$ cat src/rtl/multicycle_pkg.sv
// Shared types and encodings for the multi-cycle RV32I sequencer.
package multicycle_pkg;

  typedef enum logic [2:0] {
    ST_BOOT   = 3'd0,
    ST_FETCH  = 3'd1,
    ST_DECODE = 3'd2,
    ST_EXEC   = 3'd3,
    ST_MEM    = 3'd4,
    ST_WB     = 3'd5,
    ST_TRAP   = 3'd6
  } state_t;

  typedef enum logic [3:0] {
    CL_NONE   = 4'd0,
    CL_R      = 4'd1,
    CL_I      = 4'd2,
    CL_LOAD   = 4'd3,
    CL_STORE  = 4'd4,
    CL_BRANCH = 4'd5,
    CL_JAL    = 4'd6,
    CL_JALR   = 4'd7,
    CL_LUI    = 4'd8,
    CL_AUIPC  = 4'd9
  } class_t;

  localparam logic [6:0] OPC_R      = 7'b0110011;
  localparam logic [6:0] OPC_I      = 7'b0010011;
  localparam logic [6:0] OPC_LOAD   = 7'b0000011;
  localparam logic [6:0] OPC_STORE  = 7'b0100011;
  localparam logic [6:0] OPC_BRANCH = 7'b1100011;
  localparam logic [6:0] OPC_JAL    = 7'b1101111;
  localparam logic [6:0] OPC_JALR   = 7'b1100111;
  localparam logic [6:0] OPC_LUI    = 7'b0110111;
  localparam logic [6:0] OPC_AUIPC  = 7'b0010111;

  localparam logic [1:0] ALUOP_MEM   = 2'b00;
  localparam logic [1:0] ALUOP_BR    = 2'b01;
  localparam logic [1:0] ALUOP_ARITH = 2'b10;
  localparam logic [1:0] ALUOP_JUMP  = 2'b11;

  localparam logic [1:0] PC_SRC_PLUS4  = 2'b00;
  localparam logic [1:0] PC_SRC_BRANCH = 2'b01;
  localparam logic [1:0] PC_SRC_JALR   = 2'b10;

  localparam logic [1:0] WB_SEL_ALU = 2'b00;
  localparam logic [1:0] WB_SEL_MEM = 2'b01;
  localparam logic [1:0] WB_SEL_PC4 = 2'b10;
  localparam logic [1:0] WB_SEL_IMM = 2'b11;

  typedef struct packed {
    logic [1:0] op;
    logic       aSel;
    logic       bSel;
  } alu_ctrl_t;

  // ALUOp and operand selects an instruction class uses in EXEC (and keeps through MEM/WB).
  function automatic alu_ctrl_t aluCtrlFor(class_t cls);
    alu_ctrl_t c;
    c.op   = ALUOP_MEM;
    c.aSel = 1'b0;
    c.bSel = 1'b0;
    case (cls)
      CL_R:               c.op = ALUOP_ARITH;
      CL_I:     begin     c.op = ALUOP_ARITH; c.bSel = 1'b1; end
      CL_LOAD,
      CL_STORE: begin     c.op = ALUOP_MEM;   c.bSel = 1'b1; end
      CL_BRANCH:          c.op = ALUOP_BR;
      CL_JAL:   begin     c.op = ALUOP_JUMP;  c.aSel = 1'b1; c.bSel = 1'b1; end
      CL_JALR:  begin     c.op = ALUOP_JUMP;  c.bSel = 1'b1; end
      CL_AUIPC: begin     c.op = ALUOP_MEM;   c.aSel = 1'b1; c.bSel = 1'b1; end
      CL_LUI:   begin     c.op = ALUOP_MEM;   c.bSel = 1'b1; end
      default:  ;
    endcase
    return c;
  endfunction

endpackage

$ cat src/rtl/multicycle_control_classifier.sv
// Combinational opcode -> instruction class decoder with an illegal-opcode flag.
module opcode_classifier
  import multicycle_pkg::*;
(
  input  logic [6:0] opcode_i,
  output class_t     class_o,
  output logic       illegal_o
);

  // Map the 7-bit major opcode onto a class; anything unrecognised is flagged illegal.
  always_comb begin
    class_o   = CL_NONE;
    illegal_o = 1'b0;
    case (opcode_i)
      OPC_R:      class_o = CL_R;
      OPC_I:      class_o = CL_I;
      OPC_LOAD:   class_o = CL_LOAD;
      OPC_STORE:  class_o = CL_STORE;
      OPC_BRANCH: class_o = CL_BRANCH;
      OPC_JAL:    class_o = CL_JAL;
      OPC_JALR:   class_o = CL_JALR;
      OPC_LUI:    class_o = CL_LUI;
      OPC_AUIPC:  class_o = CL_AUIPC;
      default:    illegal_o = 1'b1;
    endcase
  end

endmodule

$ cat src/rtl/multicycle_control.sv
// Multi-cycle RV32I sequencer: FETCH/DECODE/EXEC/MEM/WB with memory timeout trap
// and a retired-instruction counter. MEM_TIMEOUT must be at least 1.
module multicycle_control
  import multicycle_pkg::*;
#(
  parameter int MEM_TIMEOUT = 15
) (
  input  logic        clk,
  input  logic        reset,
  input  logic [6:0]  opcode,
  input  logic        alu_branch_true,
  output logic        imem_req,
  input  logic        imem_ready,
  output logic        dmem_req,
  output logic        dmem_we,
  input  logic        dmem_ready,
  output logic        ir_write,
  output logic [1:0]  alu_op,
  output logic        alu_a_sel,
  output logic        alu_b_sel,
  output logic        reg_write,
  output logic [1:0]  wb_sel,
  output logic        pc_write,
  output logic [1:0]  pc_src,
  output logic        trap,
  output logic [31:0] instret
);

  localparam int CW = (MEM_TIMEOUT > 1) ? $clog2(MEM_TIMEOUT) : 1;

  state_t        state_q;
  class_t        class_q;
  logic [CW-1:0] waitCnt_q;
  logic [31:0]   instret_q;

  class_t        decClass;
  logic          decIllegal;
  logic          waitLast;
  alu_ctrl_t     aluCtrl;

  opcode_classifier u_classifier (
    .opcode_i  (opcode),
    .class_o   (decClass),
    .illegal_o (decIllegal)
  );

  assign waitLast = (waitCnt_q == CW'(MEM_TIMEOUT - 1));
  assign aluCtrl  = aluCtrlFor(class_q);
  assign instret  = instret_q;

  // Sequencer state, latched class, memory wait counter and retire counter.
  always_ff @(posedge clk or negedge reset) begin
    if (!reset) begin
      state_q   <= ST_BOOT;
      class_q   <= CL_NONE;
      waitCnt_q <= '0;
      instret_q <= '0;
    end else begin
      if (pc_write) begin
        instret_q <= instret_q + 32'd1;
      end
      case (state_q)
        ST_BOOT: begin
          state_q   <= ST_FETCH;
          waitCnt_q <= '0;
        end
        ST_FETCH: begin
          if (imem_ready) begin
            state_q <= ST_DECODE;
          end else if (waitLast) begin
            state_q <= ST_TRAP;
          end else begin
            waitCnt_q <= waitCnt_q + CW'(1);
          end
        end
        ST_DECODE: begin
          if (decIllegal) begin
            state_q <= ST_TRAP;
          end else begin
            class_q <= decClass;
            state_q <= ST_EXEC;
          end
        end
        ST_EXEC: begin
          if (class_q == CL_BRANCH) begin
            state_q   <= ST_FETCH;
            waitCnt_q <= '0;
          end else if (class_q == CL_LOAD || class_q == CL_STORE) begin
            state_q   <= ST_MEM;
            waitCnt_q <= '0;
          end else begin
            state_q <= ST_WB;
          end
        end
        ST_MEM: begin
          if (dmem_ready) begin
            if (class_q == CL_STORE) begin
              state_q   <= ST_FETCH;
              waitCnt_q <= '0;
            end else begin
              state_q <= ST_WB;
            end
          end else if (waitLast) begin
            state_q <= ST_TRAP;
          end else begin
            waitCnt_q <= waitCnt_q + CW'(1);
          end
        end
        ST_WB: begin
          state_q   <= ST_FETCH;
          waitCnt_q <= '0;
        end
        ST_TRAP: state_q <= ST_TRAP;
        default: state_q <= ST_TRAP;
      endcase
    end
  end

  // Output decode from state and latched class; ready and branch inputs only gate strobes.
  always_comb begin
    imem_req  = 1'b0;
    dmem_req  = 1'b0;
    dmem_we   = 1'b0;
    ir_write  = 1'b0;
    alu_op    = ALUOP_MEM;
    alu_a_sel = 1'b0;
    alu_b_sel = 1'b0;
    reg_write = 1'b0;
    wb_sel    = WB_SEL_ALU;
    pc_write  = 1'b0;
    pc_src    = PC_SRC_PLUS4;
    trap      = 1'b0;
    case (state_q)
      ST_FETCH: begin
        imem_req = 1'b1;
        ir_write = imem_ready;
      end
      ST_EXEC: begin
        alu_op    = aluCtrl.op;
        alu_a_sel = aluCtrl.aSel;
        alu_b_sel = aluCtrl.bSel;
        if (class_q == CL_BRANCH) begin
          pc_write = 1'b1;
          pc_src   = alu_branch_true ? PC_SRC_BRANCH : PC_SRC_PLUS4;
        end
      end
      ST_MEM: begin
        dmem_req  = 1'b1;
        dmem_we   = (class_q == CL_STORE);
        alu_op    = ALUOP_MEM;
        alu_b_sel = 1'b1;
        if (dmem_ready && class_q == CL_STORE) begin
          pc_write = 1'b1;
          pc_src   = PC_SRC_PLUS4;
        end
      end
      ST_WB: begin
        alu_op    = aluCtrl.op;
        alu_a_sel = aluCtrl.aSel;
        alu_b_sel = aluCtrl.bSel;
        reg_write = 1'b1;
        pc_write  = 1'b1;
        case (class_q)
          CL_LOAD:         wb_sel = WB_SEL_MEM;
          CL_JAL, CL_JALR: wb_sel = WB_SEL_PC4;
          CL_LUI:          wb_sel = WB_SEL_IMM;
          default:         wb_sel = WB_SEL_ALU;
        endcase
        case (class_q)
          CL_JAL:  pc_src = PC_SRC_BRANCH;
          CL_JALR: pc_src = PC_SRC_JALR;
          default: pc_src = PC_SRC_PLUS4;
        endcase
      end
      ST_TRAP: trap = 1'b1;
      default: ;
    endcase
  end

endmodule

$ cat config.mk
export PLATFORM = sky130hd
export DESIGN_NAME = multicycle_control
export DESIGN_NICKNAME = d
export VERILOG_FILES = /design/src/rtl/multicycle_pkg.sv /design/src/rtl/multicycle_control_classifier.sv /design/src/rtl/multicycle_control.sv
export SDC_FILE = /design/constraint.sdc
export NUM_CORES = 1
export LEC_CHECK = 0
export CORE_MARGIN = 5
export CORE_UTILIZATION = 35
export DETAILED_ROUTE_END_ITERATION = 8
export GPL_TIMING_DRIVEN = 0
export PLACE_DENSITY_LB_ADDON = 0.08
export SETUP_SLACK_MARGIN = 0.5
export SLEW_MARGIN = 10
export SYNTH_ARGS = -nofsm -noshare
export SYNTH_HDL_FRONTEND = slang
export SYNTH_SLANG_ARGS = --single-unit
$ cat constraint.sdc
create_clock -name clk -period 2.1 [get_ports clk]
set_input_delay 0.21 -clock clk [delete_from_list [all_inputs] [get_ports clk]]
set_output_delay 0.21 -clock clk [all_outputs]
set_load 0.1 [all_outputs]
==> impl.org <==
** Run status
- The flow ran to the end, and the final reports show no timing, DRC or antenna violations.

** Die
- Die extent in x :: roughly 95 µm
- Overall die height :: 95.21 µm
- The core region is between 7000 and 8000 µm².
- Starting Density :: between 30 and 40%
- In this run the core area contains 31 standard-cell rows.
- During I/O placement, the number of pins put on the boundary was just under 60.
- Area of the die :: 9065 µm²

** STA
- Slew Limit Headroom :: 63.22%
- Number of hold violations in the final report :: 0
- For the final database, setup skew stands at between 10 and 15 ps.
- Fin. max-slew vios :: 0
- Clock period minus final worst setup slack :: 1940 ps
- Transition time of the tightest slew-check pin :: 554.2 ps
- For this run, the top clock speed supported by timing is roughly 0.52 GHz.
- Count of final setup violators :: 0
- Worst path setup slack after routing :: ~160 ps
- Unrepaired setup endpoints after global routing :: yes
- Final clock period utilization by the worst path :: ~92%
- Setup TNS Final :: 0 ps

** Power
- Switching power total :: 0.9230 mW
- Total power for the finished layout comes to 2.317 mW.
- In this run switching power makes up between 30% and 40% of total power.
- In this run the static leakage power is about 2.2 nW.
- Combinational logic burns 32.4% of the power.
- Clock power share :: a little under a quarter
- Peak ir drop on the vdd network :: ~0.65 mV
- The internal power of the cells totals about 1.4 mW.
- Sequential Power Share :: 44.7%
- In this run the power density over the cells is between 400 and 500 nW/µm².

** Synthesis
- Sequential elements use a little over two fifths of the synthesized area.
- In the post-synthesis netlist, the cell with the most instances is sky130_fd_sc_hd__dfrtp_1.
- The synthesized netlist devotes between 20% and 30% of its cell area to simple gates.
- Counting every instance in the synthesized netlist gives between 200 and 300.
- Counting flops with a built-in enable in the synthesized netlist gives 0.
- The average instance in the mapped netlist occupies 9.207 µm².
- The synthesized netlist devotes under 10% of its cell area to adder and majority cells.
- The number of nets in the synthesized netlist is about 290.
- Compound-gate portion of the synthesized area :: between 10 and 15%
- Multiplexer area fraction after synthesis :: around 1.7%
- Most used standard cells in the synthesized netlist :: sky130_fd_sc_hd__dfrtp_1, sky130_fd_sc_hd__nand2_1, sky130_fd_sc_hd__nor2_1, sky130_fd_sc_hd__nor3_1, sky130_fd_sc_hd__xor2_1
- sky130_fd_sc_hd__dfrtp_1 takes more of the synthesized area than any other cell.
- After synthesis, the largest family of logic cells by area is simple AND/OR/NAND/NOR gates.
- In the synthesized netlist the async set-or-reset flop fraction comes to 100.0%.
- Post-synth top flop :: sky130_fd_sc_hd__dfrtp_1
- The cell area that synthesis handed to floorplanning was around 2500 µm².
- Synth Warn # :: 0
- Of the post-synthesis cell area, the dominant cell type holds a little over two fifths.
- Synthesis instantiated 54 different standard cells from the library.
- Number of synthesized register bits :: 43
- Synth Area in XOR/XNOR :: between 10% and 20%
- Leading post-synthesis cells by cell area :: sky130_fd_sc_hd__dfrtp_1, sky130_fd_sc_hd__xor2_1, sky130_fd_sc_hd__xnor2_1

** Clock tree
- CTS saw 43 sinks.
- TritonCTS built the clock tree.
- Buffer type at the clock tree root :: sky130_fd_sc_hd__clkbuf_8
- Clock Latency Late Sink :: 300 ps
- Clock buffer count from CTS :: 5
- After clock tree synthesis, the clock-pin slew on the worst setup and hold paths is about 80 ps.
- The clock passes through at most 2 buffers.
- CTS built an H-tree with a depth of 2.

** Worst setup path
- Along the worst path, the maximum fanout reaches 4.
- Setup slack on the worst reg-to-reg path comes out at 160 ps.
- Walking the worst path, the cells encountered are or4b_4 -> a311oi_2 -> a41o_2 -> o21ai_2 -> a22o_1.
- In this design, the largest share of critical-path delay is due to compound AO/OA/AOI/OAI gates.
- Critical register-to-register path endpoint :: waitCnt_q[0]$_DFFE_PN0P_
- Reg2Reg Depth :: 5
- STA classifies the critical path startpoint as a register.
- Count of buffer and inverter cells on the critical path :: 0
- The worst register-to-register path begins at class_q[0]$_DFFE_PN0P_.
- Data arrival time of the worst path :: approximately 2100 ps
- Data required time at the worst endpoint :: 2290 ps
- The largest single stage delay on the critical path is approximately 590 ps.
- The slowest stage of the critical path belongs to the cell sky130_fd_sc_hd__or4b_4.
- The critical path in this run is classified as register to register.
- The worst setup path is captured at a register.

** Place
- OpenSTA, run right after detailed placement, puts the worst setup slack at -615.3 ps.
- DP Wirelength :: approximately 4700 µm
- Standard cell area after detailed placement :: approximately 3600 µm²
- Routability congestion estimate from global placement :: about 0.78
- Number of buffer cells added on primary ports :: slightly below 60

** Cells and area
- In the final layout, the share of cells above drive strength 1 is between 60% and 70%.
- Final nets :: roughly 420
- Fill cell total of the finished layout :: roughly 570
- 0 antenna diodes ended up in the layout.
- Area added between synthesis and finish :: 88.13%
- After routing the design area is approximately 4800 µm².

** GRT
- The layer flagged by global routing as most heavily used is met2.
- Global routing used roughly 28% of the available met2 tracks.
- The first global-routing pass estimated around 12,000 µm of wire.
- Entering global routing, the biggest net connects 29 pins.
- Remaining global-route overflow :: 0
- GRT Total Usage :: around 17%
- Number of antenna violations at the first check in global routing :: 0
- Grt met3 use :: approximately 3.4%
- The via count of the first global-routing pass was between 2,000 and 3,000.
- GR Util met1 :: about 23%

** Route
- Number of iterations in the first detailed-routing pass :: 4
- Wirelength per Cell :: 14.83 µm
- Wires add up to roughly 7500 µm.
- After detailed routing, the number of vias per cell comes to between 5 and 6.
- The detailed router finished its first iteration with 93 violations.
- DRC violation count after routing :: 0
- Total via count after detailed routing :: between 2,000 and 3,000
- The count of nets left with antenna violations once routing finished came out at 0.

** Run
- The tool flagged a number of max-cap violations equal to 0.

** Min path
- The min-delay analysis places its worst path in the category input port to async pin.
## how the worst max path moves through the flow
stage                                       start                        to  slack (ps)  depth (start not counted)
final                      class_q[0]$_DFFE_PN0P_  waitCnt_q[0]$_DFFE_PN0P_         160                          5
after global routing      instret[10]$_DFFE_PN0P_   instret[23]$_DFFE_PN0P_         100                          6
after CTS                  class_q[0]$_DFFE_PN0P_  waitCnt_q[0]$_DFFE_PN0P_         150                          5
after detailed placement   class_q[3]$_DFFE_PN0P_                  pc_write        -620                          6
after global placement                      reset    instret[0]$_DFFE_PN0P_        -790                          1
after floorplan            class_q[3]$_DFFE_PN0P_                   dmem_we          80                          3
## area by class of cell
type                       instances  area (µm²)  share of cell area, %
buffer                            10       141.4                  2.957
clock buffer                       6       72.57                  1.518
clock inverter                     2       12.51                 0.2617
inverter                          10       48.80                  1.021
multi-input combinational        213        1916                  40.07
sequential                        43        1147                  24.00
tap                               99       123.9                  2.591
timing repair buffer             123        1319                  27.58
## layer usage
| layer | share of wire [%] | vias to the layer above |
|---|---|---|
| met5 | 0 | - |
| met4 | 1.5 | 0 |
| met3 | 4.4 | 8 |
| met2 | 49 | 59 |
| met1 | 45 | 1238 |
| li1 | - | 1241 |
## state kept, by name, summed over array words and instances (netlist names)
signal / cells
class_q: 4
instret: 32
state_q: 3
waitCnt_q: 4
## power groups by stage
stage	clock network [mW]	registers (mW)	logic, mW
floorplan	0	1.30	0.221
global placement	0	1.03	0.672
detailed placement	0	1.03	0.674
CTS	0.547	1.02	0.720
global route	0.569	1.05	0.794
finish	0.531	1.03	0.751
## placed cells by master (no fill, tap or decap), types with 3 or more instances in the layout
cell	instances
sky130_fd_sc_hd__o21ai_0	7
sky130_fd_sc_hd__dfrtp_4	14
sky130_fd_sc_hd__nand2_2	3
sky130_fd_sc_hd__buf_8	4
sky130_fd_sc_hd__nor3_1	7
sky130_fd_sc_hd__a21oi_1	6
sky130_fd_sc_hd__o211ai_1	3
sky130_fd_sc_hd__dfrtp_1	14
sky130_fd_sc_hd__clkdlybuf4s50_1	8
sky130_fd_sc_hd__xor2_1	17
sky130_fd_sc_hd__nor3_2	5
sky130_fd_sc_hd__clkbuf_8	8
sky130_fd_sc_hd__nor2_1	10
sky130_fd_sc_hd__xnor2_2	3
sky130_fd_sc_hd__xnor2_1	13
sky130_fd_sc_hd__nand4_1	11
sky130_fd_sc_hd__buf_4	40
sky130_fd_sc_hd__nor2_4	14
sky130_fd_sc_hd__buf_12	19
sky130_fd_sc_hd__buf_2	13
sky130_fd_sc_hd__inv_1	7
sky130_fd_sc_hd__dfrtp_2	15
sky130_fd_sc_hd__nor4_4	5
sky130_fd_sc_hd__nand2_1	23
sky130_fd_sc_hd__nand3_1	10
sky130_fd_sc_hd__mux2_2	3
sky130_fd_sc_hd__nand2b_4	3
sky130_fd_sc_hd__nand2b_1	3
sky130_fd_sc_hd__clkinvlp_4	4
sky130_fd_sc_hd__a21oi_2	3
sky130_fd_sc_hd__clkdlybuf4s15_2	20
sky130_fd_sc_hd__nor3_4	8
sky130_fd_sc_hd__buf_6	22
## per-stage QoR
| step | util [%] | cells | hold slack [ps] |
|---|---|---|---|
| 4_1_cts | 64.17 | 493 | 383.2 |
| 5_1_grt | 66.63 | 506 | 394.4 |
| 3_3_place_gp | 50.22 | 433 | 458.4 |
| 2_1_floorplan | - | 276 | -85.59 |
| 6_report | 66.63 | 506 | 371.4 |
| 3_5_place_dp | 50.43 | 434 | 169.8 |
## what timing repair did
item / CTS / global route
buffers inserted: 50 / 13
pin swaps: 49 / 32
hold buffers: 1 / 0
gates resized for setup: 298 / 63
setup endpoints to repair: 85 / 68
hold endpoints to repair: 15 / 0
## cells by family after synthesis
logic type	Yosys count
compound gates	37
xor+xnor	33
fa+ha+maj	3
buf+inv	20
flops	43
mux	4
simple gates	136
(Power assumes the default switching activity.)
